[config.mk]
export PLATFORM = sky130hd
export DESIGN_NAME = instr_encoder
export DESIGN_NICKNAME = d
export VERILOG_FILES = /design/src/rtl/instr_encoder_pkg.sv /design/src/rtl/instr_encoder_fifo.sv /design/src/rtl/instr_encoder.sv
export SDC_FILE = /design/constraint.sdc
export NUM_CORES = 1
export LEC_CHECK = 0
export ABC_AREA = 1
export ABC_CLOCK_PERIOD_IN_PS = 4900
export CAP_MARGIN = 10
export CORE_MARGIN = 1
export CORE_UTILIZATION = 30
export DETAILED_ROUTE_END_ITERATION = 8
export GPL_TIMING_DRIVEN = 1
export PLACE_DENSITY = 0.6
export SLEW_MARGIN = 20
export SYNTH_ARGS = -nofsm -noshare
export SYNTH_HDL_FRONTEND = slang
export SYNTH_SLANG_ARGS = --single-unit
export TNS_END_PERCENT = 10
[constraint.sdc]
create_clock -name clk_i -period 4.9 [get_ports clk_i]
set_clock_uncertainty 0.1 [all_clocks]
set_input_delay 0.49 -clock clk_i [delete_from_list [all_inputs] [get_ports clk_i]]
set_output_delay 0.49 -clock clk_i [all_outputs]
set_load 0.02 [all_outputs]
[src/rtl/instr_encoder_pkg.sv]
// Shared encodings for the instruction encoder: opcodes, functs, request kinds, FSM states.
// Opcode values are common with the control decoder.
package instr_encoder_pkg;

   localparam logic [5:0] OP_RTYPE = 6'd0;
   localparam logic [5:0] OP_BEQ   = 6'd4;
   localparam logic [5:0] OP_ADDI  = 6'd8;
   localparam logic [5:0] OP_SLTI  = 6'd10;

   localparam logic [5:0] FN_ADD = 6'h20;
   localparam logic [5:0] FN_SUB = 6'h22;
   localparam logic [5:0] FN_AND = 6'h24;
   localparam logic [5:0] FN_OR  = 6'h25;
   localparam logic [5:0] FN_SLT = 6'h2A;

   typedef enum logic [2:0] {
      K_ADD  = 3'd0,
      K_SUB  = 3'd1,
      K_AND  = 3'd2,
      K_OR   = 3'd3,
      K_SLT  = 3'd4,
      K_ADDI = 3'd5,
      K_SLTI = 3'd6,
      K_BEQ  = 3'd7
   } kind_e;

   typedef enum logic [1:0] {
      ST_IDLE = 2'd0,
      ST_LOAD = 2'd1,
      ST_DONE = 2'd2
   } state_e;

   function automatic logic [31:0] encode(input kind_e kind, input logic [4:0] rs,
                                          input logic [4:0] rt, input logic [4:0] rd,
                                          input logic [15:0] imm);
      logic [31:0] w;
      w = '0;
      case (kind)
         K_ADD:  w = {OP_RTYPE, rs, rt, rd, 5'd0, FN_ADD};
         K_SUB:  w = {OP_RTYPE, rs, rt, rd, 5'd0, FN_SUB};
         K_AND:  w = {OP_RTYPE, rs, rt, rd, 5'd0, FN_AND};
         K_OR:   w = {OP_RTYPE, rs, rt, rd, 5'd0, FN_OR};
         K_SLT:  w = {OP_RTYPE, rs, rt, rd, 5'd0, FN_SLT};
         K_ADDI: w = {OP_ADDI, rs, rt, imm};
         K_SLTI: w = {OP_SLTI, rs, rt, imm};
         K_BEQ:  w = {OP_BEQ, rs, rt, imm};
         default: w = '0;
      endcase
      return w;
   endfunction

endpackage

[src/rtl/instr_encoder_fifo.sv]
// Synchronous FIFO for encoded words; flush empties it in one edge.
// Pointers carry an extra wrap bit so level is a plain subtraction.
module instr_fifo #(
   parameter int DEPTH = 4,
   parameter int W     = 32,
   localparam int AW   = $clog2(DEPTH)
) (
   input  logic          clk_i,
   input  logic          rst_i,
   input  logic          flush,
   input  logic          push,
   input  logic [W-1:0]  push_data,
   input  logic          pop,
   output logic [W-1:0]  head,
   output logic [AW:0]   level,
   output logic          full,
   output logic          empty
);

   logic [W-1:0] mem [DEPTH];
   logic [AW:0]  wr_ptr, rd_ptr;

   assign level = wr_ptr - rd_ptr;
   assign full  = (level == (AW+1)'(DEPTH));
   assign empty = (level == '0);
   assign head  = mem[rd_ptr[AW-1:0]];

   always_ff @(posedge clk_i or negedge rst_i) begin
      if (!rst_i) begin
         wr_ptr <= '0;
         rd_ptr <= '0;
      end else if (flush) begin
         wr_ptr <= '0;
         rd_ptr <= '0;
      end else begin
         if (push && !full) wr_ptr <= wr_ptr + 1'b1;
         if (pop && !empty) rd_ptr <= rd_ptr + 1'b1;
      end
   end

   always_ff @(posedge clk_i) begin
      if (push && !full && !flush) mem[wr_ptr[AW-1:0]] <= push_data;
   end

endmodule

[src/rtl/instr_encoder.sv]
// Program loader: encodes symbolic instruction requests into MIPS words and
// streams them into instruction memory at consecutive addresses.
module instr_encoder
   import instr_encoder_pkg::*;
#(
   parameter int ADDR_W     = 5,
   parameter int FIFO_DEPTH = 4
) (
   input  logic              clk_i,
   input  logic              rst_i,
   input  logic              start_i,
   input  logic              req_valid_i,
   output logic              req_ready_o,
   input  logic [2:0]        req_kind_i,
   input  logic [4:0]        rs_i,
   input  logic [4:0]        rt_i,
   input  logic [4:0]        rd_i,
   input  logic [15:0]       imm_i,
   output logic              mem_we_o,
   output logic [ADDR_W-1:0] mem_addr_o,
   output logic [31:0]       mem_data_o,
   input  logic              mem_ready_i,
   output logic [ADDR_W:0]   count_o,
   output logic              full_o,
   output logic              busy_o
);

   localparam int CAP = 1 << ADDR_W;
   localparam int LW  = $clog2(FIFO_DEPTH) + 1;

   state_e          state;
   logic [ADDR_W:0] count;
   logic [31:0]     word, head;
   logic [LW-1:0]   level;
   logic            fifo_full, fifo_empty, push, pop;

   assign word = encode(kind_e'(req_kind_i), rs_i, rt_i, rd_i, imm_i);

   // Words already buffered count against capacity so acceptance never over-commits.
   assign req_ready_o = (state == ST_LOAD) && !start_i && !fifo_full &&
                        (32'(count) + 32'(level) < CAP);
   assign push        = req_valid_i && req_ready_o;
   assign mem_we_o    = !fifo_empty && (state != ST_IDLE) && !start_i;
   assign pop         = mem_we_o && mem_ready_i;
   assign mem_data_o  = mem_we_o ? head : '0;
   assign mem_addr_o  = count[ADDR_W-1:0];
   assign count_o     = count;
   assign full_o      = (state == ST_DONE);
   assign busy_o      = (state == ST_LOAD) || !fifo_empty;

   instr_fifo #(.DEPTH(FIFO_DEPTH), .W(32)) u_fifo (
      .clk_i     (clk_i),
      .rst_i     (rst_i),
      .flush     (start_i),
      .push      (push),
      .push_data (word),
      .pop       (pop),
      .head      (head),
      .level     (level),
      .full      (fifo_full),
      .empty     (fifo_empty)
   );

   always_ff @(posedge clk_i or negedge rst_i) begin
      if (!rst_i) begin
         state <= ST_IDLE;
         count <= '0;
      end else if (start_i) begin
         state <= ST_LOAD;
         count <= '0;
      end else if (pop) begin
         count <= count + 1'b1;
         if (count == (ADDR_W+1)'(CAP - 1)) state <= ST_DONE;
      end
   end

endmodule

==> impl_metrics.json <==
{
  "cp-end-kind": "primary output",
  "synth_edf_count": 116,
  "yosys.area.top_type_share_pct": 60.2,
  "cts.sinks": 130,
  "postCtsSetupRepairBufs": 0,
  "clockBufferDepth": 2,
  "n_fill_cell": 1785,
  "ys_ff_latch": 130,
  "crit_chain": "inv_1 > ha_1 > inv_1 > fa_1 > inv_1 > nand2_1 > nand2_1 > nand2_1 > nand2_1 > ha_1 > nand2_1 > nor2_1 > nand2_1 > nand2_1 > inv_1 > nand3_2 > inv_1 > clkdlybuf4s50_1",
  "row_count": 50,
  "drt-initial-drc-count": 212,
  "ant_nets": 0,
  "outcome": "completed",
  "met3_length_um": 761,
  "cts.clk_slew.worst_paths_ns": 0.06,
  "cts_tree": "yes",
  "dr_wl_met2_mm": 6.57,
  "cp_common_cell": "nand2_1",
  "yosys_warnings": 0,
  "yosys-top-cells-area": "edfxtp_1 60%, nor2_1 9.1%, dfrtp_1 6.1%, o21ai_0 4.9%, nand2_1 3.3%",
  "tightestPinTransition_ns": 0.921,
  "power_w": 0.00400,
  "grt_overflow": 0,
  "firstDrtPassIters": 5,
  "avgSynthCellArea_um2": 10.8,
  "antenna_found_initial": 0,
  "nets": 663,
  "async_flop_share_pct": 10.8,
  "place_congestion": 0.844,
  "die-area_um2": 19800,
  "path_class": "flop to primary output",
  "initial_core_util_pct": 30.7,
  "num_vias": 3989,
  "port-buffer-count": 82,
  "min_path_type": "input port to async pin",
  "grt_usage_pct": 14.1,
  "max-cap-violations": 0,
  "power_density_nw_per_um2": 540,
  "cp.required_ns": 4.31,
  "cts_buffers": 17,
  "grt_first_pass_wirelength_mm": 20.9,
  "hold_viol": 0,
  "syn_area_um2": 5790,
  "maxSlewViolCount": 0,
  "core_um2": 18800,
  "rsz0062_at_grt": "no",
  "highest_layer": "met4",
  "relSlewSlack_pct": 38.5,
  "setup_violations": 0,
  "finalCriticalPeriod_ns": 3.90,
  "die_w_um": 141,
  "synth_most_common_cell": "nor2_1",
  "vias_per_cell": 4.50,
  "ys.flop_type": "edfxtp_1",
  "synth_common_cells": "141 x nor2_1, 116 x edfxtp_1, 57 x o21ai_0",
  "areaGrowthSynthToFinish_pct": 28.0,
  "die_h_um": 141,
  "startpoint_type": "flop",
  "dp_hpwl_mm": 8.26,
  "grt_max_degree": 62,
  "tns_ns": 0,
  "antenna_cells": 0,
  "hold_buffers": 0,
  "clk_latency_ns": 0.41,
  "ys_seq_area_share_pct": 66.3,
  "ir_worst_vdd_mv": 0.257,
  "ctsRootBufferMaster": "clkbuf_16",
  "critPathArrivalTime_ns": 3.31,
  "wl_met1_mm": 5.84,
  "cp_slowest_cell": "clkdlybuf4s50_1",
  "first_global_vias": 4015,
  "htree_levels": 4,
  "ys_types": 35,
  "num_io_pins": 86,
  "ctsResizeCount": 0,
  "synth_cells": 537,
  "final_core_util_pct": 39.3,
  "slowest_delay_ns": 0.60,
  "leakagePower_nw": 2.79,
  "fmax_mhz": 256,
  "yosys.area.top_type": "edfxtp_1",
  "wl_per_cell_um": 15.0,
  "period_share_pct": 79.7,
  "routed_wl_mm": 13.3,
  "critPathMaxFanout": 4,
  "layout-drive-gt1-share_pct": 8.45,
  "route.detailed.drc": 0
}
[cell type report]
type	count	area [um^2]	area share, %
clock inverter	14	140	1.89
sequential	130	3830	51.8
multi-input combinational	340	1670	22.5
clock buffer	18	429	5.79
tap	260	325	4.39
timing repair buffer	88	866	11.7
inverter	37	144	1.94
[final timing paths]
| kind | slack, ns | endpoint | cells after the start | startpoint |
|---|---|---|---|---|
| min reg2reg | 0.47 | state[0] | 2 | state[0] |
| max | 1.0 | req_ready_o | 18 | u_fifo.wr_ptr[0] |
| max reg2reg | 1.09 | u_fifo.mem[1][19] | 18 | u_fifo.wr_ptr[0] |
| max in group asynchronous | 3.83 | u_fifo.rd_ptr[0] | 1 | rst_i |
| min in group clk_i | 0.47 | state[0] | 2 | state[0] |
| min | 0.39 | count_o[5] | 1 | rst_i |
[per-layer routing]
metal	global-route usage, %	up-vias
met5	0	-
met1	16.6	1904
li1	-	1959
met4	5.61	0
met3	4.21	10
met2	24.0	116
[per-stage QoR]
| step | hold WS, ns | cell area [um^2] | cells | setup slack, ns |
|---|---|---|---|---|
| floorplan | 0.0944 | 5790 | 539 | 0.997 |
| global placement | 0.414 | 6840 | 855 | 1.18 |
| detailed placement | 0.465 | 6840 | 855 | 1.06 |
| CTS | 0.409 | 7410 | 887 | 0.954 |
| global route | 0.456 | 7410 | 887 | 0.770 |
| finish | 0.388 | 7410 | 887 | 0.996 |
[report_power, final]
group / internal [W] / switching, W / total, W
clock: 0.000744 / 0.000461 / 0.00120
combinational: 0.000520 / 0.000916 / 0.00144
sequential: 0.00132 / 0.0000393 / 0.00136
total: 0.00258 / 0.00142 / 0.00400
[sequential cells by signal (all words and copies together), names as in the netlist]
| register | count |
|---|---|
| count_o | 6 |
| state | 2 |
| u_fifo.mem | 116 |
| u_fifo.rd_ptr | 3 |
| u_fifo.wr_ptr | 3 |
[layout by cell type (no fill, tap or decap), types with 2 or more instances in the layout]
master,instances
a21oi_1,30
buf_4,6
bufinv_16,2
clkbuf_16,17
clkdlybuf4s50_1,82
clkinv_1,2
clkinv_2,3
clkinv_4,3
clkinvlp_4,3
conb_1,3
dfrtp_1,13
edfxtp_1,116
ha_1,9
inv_1,35
inv_6,2
nand2_1,51
nand3_1,18
nand3_2,3
nand3b_1,2
nor2_1,137
nor2_4,4
nor3_1,2
o21ai_0,57
o21ai_1,4
xor2_1,6
[critical path: cells and delay by family (launching register included)]
kind | cells | cell delay [ns]
buffers and inverters | 6 | 1.06
adders and majority gates | 3 | 0.80
and+or+nand+nor | 9 | 0.61
DFF | 1 | 0.42
[logic make-up after synthesis]
group | count (synthesis) | synth area share, %
and+or+nand+nor | 227 | 16.7
DFF | 130 | 66.3
AOI/OAI and AO/OA | 94 | 8.26
buffers and inverters | 69 | 5.54
adders and majority gates | 10 | 2.29
xor gates and xnor gates | 6 | 0.908
other | 1 | 0.0648
No activity file was read; power rests on OpenSTA's default activity.
